**src/rtl/spi_reg_ctrl.sv**
```systemverilog
// Register file behind an SPI slave: a command frame {rw, addr} followed by a
// data frame, with SEND_DATA staged for the slave and a command-to-data timeout.
module spi_reg_ctrl #(
  parameter int unsigned TIMEOUT_CYCLES = 100000,
  parameter logic [7:0]  SYNC_BYTE      = 8'h5A
) (
  input  logic        sys_clk,
  input  logic        rst_n,
  input  logic        nCS,
  input  logic [7:0]  RECV_DATA,
  output logic [7:0]  SEND_DATA,
  input  logic [7:0]  status_in,
  output logic [55:0] reg_out,
  output logic        wr_pulse,
  output logic [2:0]  wr_addr,
  output logic        err_pulse
);

  localparam int unsigned NUM_REGS = 7;
  localparam int unsigned CNT_W    = $clog2(TIMEOUT_CYCLES) + 1;
  localparam logic [CNT_W-1:0] CNT_LAST = CNT_W'(TIMEOUT_CYCLES - 1);
  localparam logic [CNT_W-1:0] CNT_MAX  = '1;
  localparam logic [2:0]       STATUS_ADDR = 3'd7;
  localparam logic [7:0]       BAD_ADDR_BYTE = 8'hEE;

  typedef enum logic [1:0] {
    IDLE       = 2'd0,
    WAIT_DATA  = 2'd1,
    DATA_FRAME = 2'd2
  } state_e;

  state_e           state_q, state_d;
  logic             ncs_meta_q, ncs_sync_q, ncs_hist_q;
  logic             sample_q;
  logic [7:0]       cmd_q, cmd_d;
  logic [CNT_W-1:0] cnt_q, cnt_d;
  logic [7:0]       send_q, send_d;
  logic [7:0]       regs_q [NUM_REGS];
  logic [7:0]       regs_d [NUM_REGS];
  logic             wr_pulse_q, wr_pulse_d;
  logic [2:0]       wr_addr_q, wr_addr_d;
  logic             err_pulse_q, err_pulse_d;
  logic             frame_end_c, frame_start_c;

  // Edge detection on the synchronised chip select.
  assign frame_end_c   = ncs_sync_q & ~ncs_hist_q;
  assign frame_start_c = ~ncs_sync_q & ncs_hist_q;

  always_comb begin
    state_d     = state_q;
    cmd_d       = cmd_q;
    cnt_d       = cnt_q;
    send_d      = send_q;
    regs_d      = regs_q;
    wr_pulse_d  = 1'b0;
    wr_addr_d   = wr_addr_q;
    err_pulse_d = 1'b0;

    case (state_q)
      IDLE: begin
        if (sample_q) begin
          cmd_d   = RECV_DATA;
          cnt_d   = '0;
          state_d = WAIT_DATA;
          if (!RECV_DATA[7]) begin
            send_d = {1'b0, RECV_DATA[6:0]};
          end else if (RECV_DATA[6:3] != 4'd0) begin
            send_d      = BAD_ADDR_BYTE;
            err_pulse_d = 1'b1;
          end else if (RECV_DATA[2:0] == STATUS_ADDR) begin
            send_d = status_in;
          end else begin
            send_d = regs_q[RECV_DATA[2:0]];
          end
        end
      end

      WAIT_DATA: begin
        if (frame_start_c) begin
          state_d = DATA_FRAME;
        end else if (cnt_q == CNT_LAST) begin
          state_d     = IDLE;
          send_d      = SYNC_BYTE;
          err_pulse_d = 1'b1;
        end else if (cnt_q != CNT_MAX) begin
          cnt_d = cnt_q + 1'b1;
        end
      end

      DATA_FRAME: begin
        if (sample_q) begin
          state_d = IDLE;
          send_d  = SYNC_BYTE;
          if (!cmd_q[7]) begin
            if (cmd_q[6:3] == 4'd0 && cmd_q[2:0] != STATUS_ADDR) begin
              regs_d[cmd_q[2:0]] = RECV_DATA;
              wr_pulse_d         = 1'b1;
              wr_addr_d          = cmd_q[2:0];
            end else begin
              err_pulse_d = 1'b1;
            end
          end
        end
      end

      default: begin
        state_d = IDLE;
        send_d  = SYNC_BYTE;
      end
    endcase

    // The slave shifts SEND_DATA out while selected; never disturb it mid-frame.
    if (!ncs_sync_q) begin
      send_d = send_q;
    end
  end

  always_ff @(posedge sys_clk or negedge rst_n) begin
    if (!rst_n) begin
      state_q     <= IDLE;
      ncs_meta_q  <= 1'b1;
      ncs_sync_q  <= 1'b1;
      ncs_hist_q  <= 1'b1;
      sample_q    <= 1'b0;
      cmd_q       <= '0;
      cnt_q       <= '0;
      send_q      <= SYNC_BYTE;
      for (int i = 0; i < NUM_REGS; i++) begin
        regs_q[i] <= '0;
      end
      wr_pulse_q  <= 1'b0;
      wr_addr_q   <= '0;
      err_pulse_q <= 1'b0;
    end else begin
      state_q     <= state_d;
      ncs_meta_q  <= nCS;
      ncs_sync_q  <= ncs_meta_q;
      ncs_hist_q  <= ncs_sync_q;
      sample_q    <= frame_end_c;
      cmd_q       <= cmd_d;
      cnt_q       <= cnt_d;
      send_q      <= send_d;
      regs_q      <= regs_d;
      wr_pulse_q  <= wr_pulse_d;
      wr_addr_q   <= wr_addr_d;
      err_pulse_q <= err_pulse_d;
    end
  end

  for (genvar g = 0; g < NUM_REGS; g++) begin : g_reg_out
    assign reg_out[8*g +: 8] = regs_q[g];
  end

  assign SEND_DATA = send_q;
  assign wr_pulse  = wr_pulse_q;
  assign wr_addr   = wr_addr_q;
  assign err_pulse = err_pulse_q;

endmodule

```
**config.mk**
```make
export PLATFORM = sky130hd
export DESIGN_NAME = spi_reg_ctrl
export DESIGN_NICKNAME = d
export VERILOG_FILES = /design/src/rtl/spi_reg_ctrl.sv
export SDC_FILE = /design/constraint.sdc
export NUM_CORES = 1
export LEC_CHECK = 0
export ABC_AREA = 1
export CORE_ASPECT_RATIO = 1.75
export CORE_MARGIN = 5
export CORE_UTILIZATION = 25
export DETAILED_ROUTE_END_ITERATION = 16
export PLACE_DENSITY = 0.44
export SETUP_SLACK_MARGIN = 0.02
export SYNTH_ARGS = -nofsm -noshare
export SYNTH_HDL_FRONTEND = slang
export SYNTH_SLANG_ARGS = --single-unit
```
**constraint.sdc**
```tcl
create_clock -name sys_clk -period 2.1 [get_ports sys_clk]
set_input_delay 0.63 -clock sys_clk [delete_from_list [all_inputs] [get_ports sys_clk]]
set_output_delay 0.63 -clock sys_clk [all_outputs]
set_load 0.005 [all_outputs]
```
==> flow_summary.json, run 1 <==
{
  "htree_levels": 3,
  "cts_sinks": 101,
  "setup_viol": 0,
  "yosys_warnings": 0,
  "cp_data_arrival_time_ns": 1.41,
  "crit_chain": "clkdlybuf4s50_1",
  "cp-end-kind": "primary output",
  "syn2layout_area_growth_pct": 31.5,
  "drv_cap": 0,
  "grt_pass1_vias": 4936,
  "grt_util_all_layers_pct": 15.7,
  "synth_cells": 665,
  "ys_types": 31,
  "leakage_nw": 3.14,
  "grt_pass1_wl_microns": 28500,
  "powerDensity_nw_per_um2": 929,
  "fmax_mhz": 490,
  "path_clk_slew_ns": 0.07,
  "skew_ns": 0.00972,
  "slowest_stage": "dfstp_2",
  "vias_per_cell": 4.64,
  "critPathBufInv": 1,
  "fp.dieH_microns": 199,
  "core_area_sq_um": 20200,
  "synth-seq-area-share_pct": 49.8,
  "final_util_pct": 33.2,
  "grt_start_max_net_pins": 58,
  "rsz0062_at_grt": "false",
  "totalWireLength_microns": 18200,
  "drive_above_1_share_pct": 10.2,
  "critPathLaunchType": "flop",
  "vias": 4706,
  "cts.path.max_buffers": 2,
  "path_max_fanout": 2,
  "slew_viol_final": 0,
  "crit_type": "reg2out",
  "slew_headroom_pct": 66.9,
  "wl_per_cell_microns": 17.9,
  "hold_class": "in2async",
  "status": "finished, final reports clean",
  "ioPinCount": 88,
  "finalCriticalPeriod_ns": 2.04,
  "ir_drop_v": 0.000393,
  "cts_buffers": 9,
  "die-area_sq_um": 23500,
  "diodes": 0,
  "clkLatencyLatePin_ns": 0.36,
  "final_hold_viol_count": 0,
  "cts_tree": "done",
  "worstMarginPinSlew_ns": 0.495,
  "cp_top_family": "flip-flops",
  "drt_iter0_drc": 270,
  "cts_root_buffer": "clkbuf_16",
  "antenna_found_initial": 0,
  "grt_overflow_total": 0,
  "ys_seq_elements": 101,
  "synth_nets": 685,
  "finalSetupTns_ns": 0,
  "post-route-period-util_pct": 97.1,
  "antenna_left": 0,
  "cts-hold-fix-buffers": 0,
  "gp_congestion": 0.908,
  "portBuffers": 87,
  "drc": 0,
  "syn_area_per_cell_sq_um": 7.67,
  "start_util_pct": 25.2,
  "hpwl_microns": 13800,
  "layout.nets": 782,
  "required_ns": 1.47,
  "detail_route.first_pass.iterations": 5,
  "fp-row-count": 69,
  "critPathMaxStageDelay_ns": 0.56,
  "fp.dieW_microns": 118,
  "syn_area_sq_um": 5100
}
-- path summary, 6_finish.rpt --
| path | start | end | slack, ns | cells after the start |
|---|---|---|---|---|
| setup / recovery | SEND_DATA[1]$_DFFE_PN1P_ | SEND_DATA[1] | 0.06 | 1 |
| hold / removal | rst_n | reg_out[21]$_DFFE_PN0P_ | 0.25 | 2 |
| setup reg to reg | cnt_q[0]$_DFFE_PN0P_ | cnt_q[7]$_DFFE_PN0P_ | 0.23 | 11 |
| hold reg to reg | ncs_meta_q$_DFF_PN1_ | ncs_sync_q$_DFF_PN1_ | 0.37 | 0 |
| max in group asynchronous | rst_n | reg_out[45]$_DFFE_PN0P_ | 1.53 | 2 |
| min in group sys_clk | ncs_meta_q$_DFF_PN1_ | ncs_sync_q$_DFF_PN1_ | 0.37 | 0 |
-- power breakdown --
part | switching, mW | total (mW) | leakage, nW | internal (mW)
sequential | 0.370 | 2.68 | 1.08 | 2.31
clock | 0.862 | 1.70 | 0.142 | 0.838
combinational | 0.985 | 1.85 | 1.92 | 0.865
-- layout by cell type (no fill, tap or decap) --
cell type          n
nand3_2            2
buf_4             19
nor2_1            88
nand2_2           12
nor3_1             5
clkbuf_16          9
a31oi_2            1
nand4_1            5
dlygate4sd2_1      2
buf_12             7
nand3_4            1
xnor2_1            1
nor3b_1            1
xor2_1             9
dfstp_2            7
inv_1             35
clkinvlp_4         1
o22ai_1            5
ha_1               1
dfrtp_1           94
a21oi_1            6
nand2_1          218
and2_1             1
clkinv_4           3
o21ai_0           36
inv_2              5
nor2_2             2
nand4_4            1
nand3_1           42
clkdlybuf4s50_1   84
o21ai_1           52
clkinv_1           1
nor3b_2            1
o211ai_1           3
nor2_4             4
inv_8              3
-- registers in the layout (all words and copies together), names as in the netlist --
| register | count |
|---|---|
| state_q | 2 |
| ncs_meta_q | 1 |
| wr_pulse | 1 |
| cmd_q | 8 |
| ncs_sync_q | 1 |
| ncs_hist_q | 1 |
| SEND_DATA | 8 |
| reg_out | 56 |
| cnt_q | 18 |
| sample_q | 1 |
| err_pulse | 1 |
| wr_addr | 3 |
-- repair_timing --
action,CTS,global route
gates resized for setup,2,3
pin swaps,0,1
endpoints found under the setup margin,2,22
buffers inserted,0,1
-- cells in the mapped netlist --
| cell type | n | share of area, % |
|---|---|---|
| nor2_1 | 89 | 6.6 |
| o21ai_0 | 36 | 3.5 |
| a31oi_2 | 1 | 0.25 |
| o211ai_1 | 3 | 0.44 |
| o21ai_1 | 52 | 5.1 |
| xor2_1 | 9 | 1.5 |
| nor3b_2 | 1 | 0.25 |
| nand2_1 | 218 | 16 |
| buf_2 | 7 | 0.69 |
| clkinv_1 | 1 | 0.074 |
| dfstp_2 | 7 | 3.6 |
| nor2_2 | 1 | 0.12 |
| and2_1 | 1 | 0.12 |
| nand4_4 | 1 | 0.42 |
| a21oi_1 | 6 | 0.59 |
| clkbuf_1 | 13 | 0.96 |
| nor3b_1 | 1 | 0.15 |
| xnor2_1 | 1 | 0.17 |
| nand3_2 | 3 | 0.59 |
| nor3_1 | 5 | 0.49 |
| nand4_1 | 5 | 0.61 |
| nand3_1 | 42 | 4.1 |
| nand2_2 | 12 | 1.5 |
| buf_4 | 1 | 0.15 |
| ha_1 | 1 | 0.25 |
| inv_1 | 36 | 2.7 |
| o22ai_1 | 5 | 0.61 |
| buf_6 | 5 | 1.1 |
| nor2_4 | 4 | 0.88 |
| dfrtp_1 | 94 | 46 |
| inv_2 | 4 | 0.29 |
-- cell families after synthesis --
family | count (synthesis) | synth area share [%]
flops | 101 | 49.8
fa+ha+maj | 1 | 0.245
buf+inv | 67 | 5.92
simple gates | 383 | 31.8
xor+xnor | 10 | 1.72
compound gates | 103 | 10.5
-- per-stage QoR --
| step | cells | power [mW] | worst slack [ns] | instance area, sq um | hold slack, ns |
|---|---|---|---|---|---|
| after floorplan | 665 | 3.51 | 0.464 | 5100 | 0.334 |
| after global placement | 998 | 4.53 | -0.135 | 6380 | 0.364 |
| after detailed placement | 998 | 4.54 | -0.126 | 6380 | 0.367 |
| after CTS | 1014 | 6.25 | 0.0302 | 6670 | 0.252 |
| after global routing | 1015 | 6.58 | 0.0201 | 6700 | 0.269 |
| final | 1015 | 6.23 | 0.0601 | 6700 | 0.251 |
-- layout make-up --
type | count | area, sq um
fill | 2199 | 13500
sequential | 101 | 2540
multi-input combinational | 497 | 2270
timing repair buffer | 112 | 1140
tap | 248 | 310
clock buffer | 9 | 225
inverter | 41 | 154
clock inverter | 7 | 67.6
-- routing by layer --
layer	routed length, microns	vias to the layer above	GRT usage [%]
li1	-	2322	-
met1	6730	2232	16.3
met2	10100	121	30.2
met3	640	31	2.70
met4	654	0	7.48
met5	0	-	0
Note: power is estimated with default switching activity, not from simulation.
==> run 2: changes to the inputs <==
==> constraint.sdc (replaced) <==
create_clock -name sys_clk -period 2.1 [get_ports sys_clk]
set_input_delay 0.63 -clock sys_clk [delete_from_list [all_inputs] [get_ports sys_clk]]
set_output_delay 0.63 -clock sys_clk [all_outputs]
set_load 0.1 [all_outputs]
==> run 2 against run 1 <==
Compared with the run above: largest power group is now combinational logic; clock power about the same; clock skew fell by 0.0011 ns; wire length grew 0.33%; die area is the same; sequential cell count stayed put; critical endpoint is now SEND_DATA[1]$_DFFE_PN1P_; core utilization rose by 3.4 points; combinational power increased by 110%; sequential share of layout area shrank 3.5 points; maximum frequency increased by 9.5%; via count is 0.76% higher; sequential power is 5% higher.
==> flow_summary.json, run 2 (synthesis results as in run 1) <==
{
  "status": "finished, final reports clean",
  "wl_per_cell_microns": 18.0,
  "mostFrequentLayoutCells": "218 x nand2_1, 94 x dfrtp_1, 89 x nor2_1",
  "path_clk_slew_ns": 0.08,
  "vias_per_cell": 4.68,
  "cts_root_buffer": "clkbuf_16",
  "cp-end-kind": "flop",
  "crit_chain": "clkdlybuf4s50_1, buf_12, o21ai_0, o22ai_1, nand3_1, nand3_1, nand2_1, nand2_1",
  "final_common_cell": "nand2_1",
  "drc": 0,
  "path_max_fanout": 29,
  "ioPinCount": 88,
  "critPathLaunchType": "input port",
  "grt_overflow_total": 0,
  "switching_share_pct": 47.3,
  "layout.nets": 780,
  "post-route-period-util_pct": 88.7,
  "clkLatencyLatePin_ns": 0.36,
  "critPathMaxStageDelay_ns": 0.53,
  "portBuffers": 87,
  "gp_congestion": 0.901,
  "htree_levels": 3,
  "vias": 4742,
  "fp-row-count": 69,
  "grt_pass1_vias": 4770,
  "slowest_stage": "clkdlybuf4s50_1",
  "antenna_found_initial": 0,
  "cts_buffers": 9,
  "skew_ns": 0.00860,
  "finalNonFillerCells": 1013,
  "fmax_mhz": 537,
  "detail_route.first_pass.iterations": 5,
  "setup_viol": 0,
  "cts-hold-fix-buffers": 0,
  "cts_setup_buffers": 0,
  "hold_class": "in2async",
  "largest_reg_flops": 56,
  "internal-power_mw": 4.48,
  "grt_util_all_layers_pct": 15.7,
  "drive_above_1_share_pct": 18.7,
  "syn2layout_area_growth_pct": 45.0,
  "pwr-share-comb_pct": 46.8,
  "cts_sinks": 101,
  "clkPwrFrac_pct": 20.1,
  "cts_resized": 0,
  "antenna_left": 0,
  "cts_tree": "done",
  "leakage_nw": 3.55,
  "seqPwrFrac_pct": 33.1,
  "slew_headroom_pct": 68.6,
  "fp.dieH_microns": 199,
  "grt_pass1_wl_microns": 27900,
  "dp.cells": 997,
  "totalWireLength_microns": 18200,
  "hpwl_microns": 14000,
  "rsz0062_at_grt": "false",
  "drt_iter0_drc": 330,
  "powerDensity_nw_per_um2": 1150,
  "final_hold_viol_count": 0,
  "ir_drop_v": 0.000570,
  "grt_start_max_net_pins": 53,
  "fp.dieW_microns": 118,
  "worstMarginPinSlew_ns": 0.469,
  "required_ns": 2.41,
  "core_area_sq_um": 20200,
  "diodes": 0,
  "drv_cap": 0,
  "cp_data_arrival_time_ns": 2.17,
  "cts.path.max_buffers": 2,
  "slew_viol_final": 0,
  "hold_ws_ns": 0.111,
  "p_switching_mw": 4.01,
  "finalCriticalPeriod_ns": 1.86,
  "start_util_pct": 25.2,
  "report.power.total_mw": 8.49,
  "crit_type": "in2reg",
  "die-area_sq_um": 23500
}
==> run 2: metrics by stage <==
| stage | TNS [ns] | worst slack (ns) | cell area, sq um | utilization, % |
|---|---|---|---|---|
| after global routing | 0 | 0.0614 | 7390 | 36.6 |
| after global placement | -0.280 | -0.105 | 7090 | 35.1 |
| after CTS | 0 | 0.202 | 7390 | 36.6 |
| final | 0 | 0.238 | 7390 | 36.6 |
| after floorplan | 0 | 0.455 | 5100 | - |
| after detailed placement | -0.253 | -0.0986 | 7090 | 35.1 |
==> run 2: final timing paths <==
| kind | depth (start not counted) | slack [ns] | start | end |
|---|---|---|---|---|
| max | 8 | 0.24 | RECV_DATA[0] | SEND_DATA[1]$_DFFE_PN1P_ |
| min | 1 | 0.11 | rst_n | reg_out[21]$_DFFE_PN0P_ |
| max reg2reg | 9 | 0.26 | cnt_q[1]$_DFFE_PN0P_ | SEND_DATA[4]$_DFFE_PN1P_ |
| min reg2reg | 0 | 0.36 | ncs_meta_q$_DFF_PN1_ | ncs_sync_q$_DFF_PN1_ |
| max in group asynchronous | 2 | 1.45 | rst_n | wr_pulse$_DFF_PN0_ |
| min in group sys_clk | 0 | 0.36 | ncs_meta_q$_DFF_PN1_ | ncs_sync_q$_DFF_PN1_ |
==> run 2: worst max-delay path, delay by kind of cell <==
kind                   cells  cell delay [ns]
buffers and inverters      2             0.72
AND/OR/NAND/NOR            4             0.40
AO/OA/AOI/OAI              2             0.41
==> run 2: layout make-up <==
cell class / instances / area [sq um]
Clock inverter: 7 / 76.3
Sequential cell: 101 / 2540
Fill cell: 2102 / 12800
Timing Repair Buffer: 110 / 1830
Multi-Input combinational cell: 497 / 2260
Inverter: 41 / 154
Tap cell: 248 / 310
Clock buffer: 9 / 225
==> run 2: routing by layer <==
metal | wire [microns] | part of all wire, % | vias up | global-route usage [%]
met2 | 9780 | 54 | 143 | 28.6
met1 | 6580 | 36 | 2233 | 16.6
li1 | - | - | 2324 | -
met3 | 807 | 4.4 | 42 | 2.96
met4 | 1040 | 5.7 | 0 | 9.74
met5 | 0 | 0 | - | 0
==> run 2: power by group through the flow <==
| stage | combinational [mW] | clock [mW] | sequential, mW |
|---|---|---|---|
| 5_1_grt | 4.20 | 1.84 | 2.86 |
| 3_3_place_gp | 3.99 | 0 | 2.86 |
| 4_1_cts | 4.01 | 1.76 | 2.82 |
| 2_1_floorplan | 0.924 | 0 | 4.24 |
| 3_5_place_dp | 4.01 | 0 | 2.85 |
| 6_report | 3.97 | 1.71 | 2.81 |
==> run 3: changes to the inputs <==
Settings changed: CORE_MARGIN 5 to default.
==> run 3 against run 2 <==
Compared with the run above: sequential share of layout area shrank 0.16 points; first-iteration DRC count fell by 16%; via count grew 0.21%; worst setup slack got worse by 0.066 ns; hold slack improved by 0.093 ns; critical path depth unchanged.
==> flow_summary.json, run 3 (synthesis results as in run 1) <==
{
  "status": "finished, final reports clean",
  "mostFrequentLayoutCells": "218 x nand2_1, 94 x dfrtp_1, 89 x nor2_1",
  "critPathLaunch": "RECV_DATA[0]",
  "post-route-period-util_pct": 91.8,
  "final_common_cell": "nand2_1",
  "cts.path.max_buffers": 2,
  "finalCriticalPeriod_ns": 1.93,
  "rsz0062_at_grt": "false",
  "cts_root_buffer": "clkbuf_16",
  "cts_setup_buffers": 0,
  "gp_congestion": 0.925,
  "cts_buffers": 9,
  "fp.dieW_microns": 110,
  "placed_area_sq_um": 7120,
  "die-area_sq_um": 21000,
  "antenna_found_initial": 0,
  "htree_levels": 3,
  "totalWireLength_microns": 17600,
  "grt_pass1_wl_microns": 27200,
  "grt_util_all_layers_pct": 17.7,
  "ioPinCount": 88,
  "cts-hold-fix-buffers": 0,
  "r2r_start": "cnt_q[1]$_DFFE_PN0P_",
  "finalNonFillerCells": 1014,
  "final_hold_viol_count": 0,
  "fp-row-count": 68,
  "detail_route.first_pass.iterations": 4,
  "cp-end-kind": "flop",
  "met1_length_microns": 6900,
  "clkLatencyLatePin_ns": 0.35,
  "drt_iter0_drc": 276,
  "slew_headroom_pct": 69.7,
  "leakage_nw": 3.58,
  "rrSetupSlack_ns": 0.26,
  "drv_cap": 0,
  "skew_ns": 0.00901,
  "final_area_sq_um": 7430,
  "core_area_sq_um": 19800,
  "diodes": 0,
  "path_max_fanout": 26,
  "layout.nets": 784,
  "grt_start_max_net_pins": 34,
  "grt_pass1_vias": 4782,
  "fmax_mhz": 519,
  "cts_sinks": 101,
  "worstMarginPinSlew_ns": 0.453,
  "largest_reg_flops": 56,
  "powerDensity_nw_per_um2": 1150,
  "setup_viol": 0,
  "top_layer": "met4",
  "antenna_left": 0,
  "cp_data_arrival_time_ns": 2.23,
  "syn2layout_area_growth_pct": 45.7,
  "crit_type": "in2reg",
  "cts_tree": "done",
  "critPathLaunchType": "input port",
  "required_ns": 2.40,
  "start_util_pct": 25.7,
  "fp.dieH_microns": 191,
  "slew_viol_final": 0,
  "cts_resized": 0,
  "path_clk_slew_ns": 0.08,
  "hpwl_microns": 13500,
  "portBuffers": 87,
  "wl_met2_microns": 9380,
  "vias_per_cell": 4.69,
  "ir_drop_v": 0.000609,
  "wl_met3_microns": 604,
  "hold_class": "in2async",
  "drc": 0,
  "drive_above_1_share_pct": 19.1,
  "wl_per_cell_microns": 17.4,
  "vias": 4752,
  "dp.cells": 998,
  "grt_overflow_total": 0
}
[run 3: cell count changes in the layout (fill, tap and decap cells not counted), sizes merged]
cell	delta
clkinv	-3
inv	+2
buf	+4
bufinv	+1
[run 3: path summary, 6_finish.rpt]
check,to,cells after the start
max in group asynchronous,ncs_sync_q$_DFF_PN1_,2
min in group sys_clk,ncs_sync_q$_DFF_PN1_,0
hold reg to reg,ncs_sync_q$_DFF_PN1_,0
hold / removal,wr_addr[2]$_DFFE_PN0P_,1
setup / recovery,SEND_DATA[1]$_DFFE_PN1P_,8
setup reg to reg,cnt_q[4]$_DFFE_PN0P_,11
[run 3: per-stage QoR]
stage	setup WS [ns]	setup TNS (ns)	utilization, %	power (mW)	hold slack (ns)
6_report	0.172	0	37.5	8.54	0.203
3_3_place_gp	-0.158	-0.347	35.9	6.81	0.350
5_1_grt	0.0905	0	37.5	8.90	0.226
3_5_place_dp	-0.175	-0.344	35.9	6.82	0.349
2_1_floorplan	0.455	0	-	5.17	0.334
4_1_cts	0.196	0	37.5	8.64	0.211
[run 3: layer usage]
| metal | GRT usage, % | up-vias |
|---|---|---|
| met1 | 19.7 | 2269 |
| met4 | 8.87 | 0 |
| met5 | 0 | - |
| met3 | 2.90 | 34 |
| li1 | - | 2320 |
| met2 | 31.9 | 129 |
[run 3: critical path: stages]
cell and delay [ns]:
clkdlybuf4s50_1 0.55, buf_12 0.19, o21ai_0 0.10, o22ai_1 0.35, nand3_1 0.16, nand3_1 0.13, nand2_1 0.05, nand2_1 0.05
[run 3: layout make-up]
type / instances / area [sq um]
flip-flops and latches: 101 / 2540
fillers: 2044 / 12400
clock inverters: 7 / 85.1
multi-input cells: 497 / 2260
inverters: 41 / 154
clock buffers: 9 / 225
repair buffers: 114 / 1860
well taps: 245 / 307
[run 3: power by group]
part | internal, mW | leakage, nW | switching, mW
Combinational | 1.33 | 2.35 | 2.63
Sequential | 2.31 | 1.08 | 0.488
Clock | 0.956 | 0.154 | 0.833
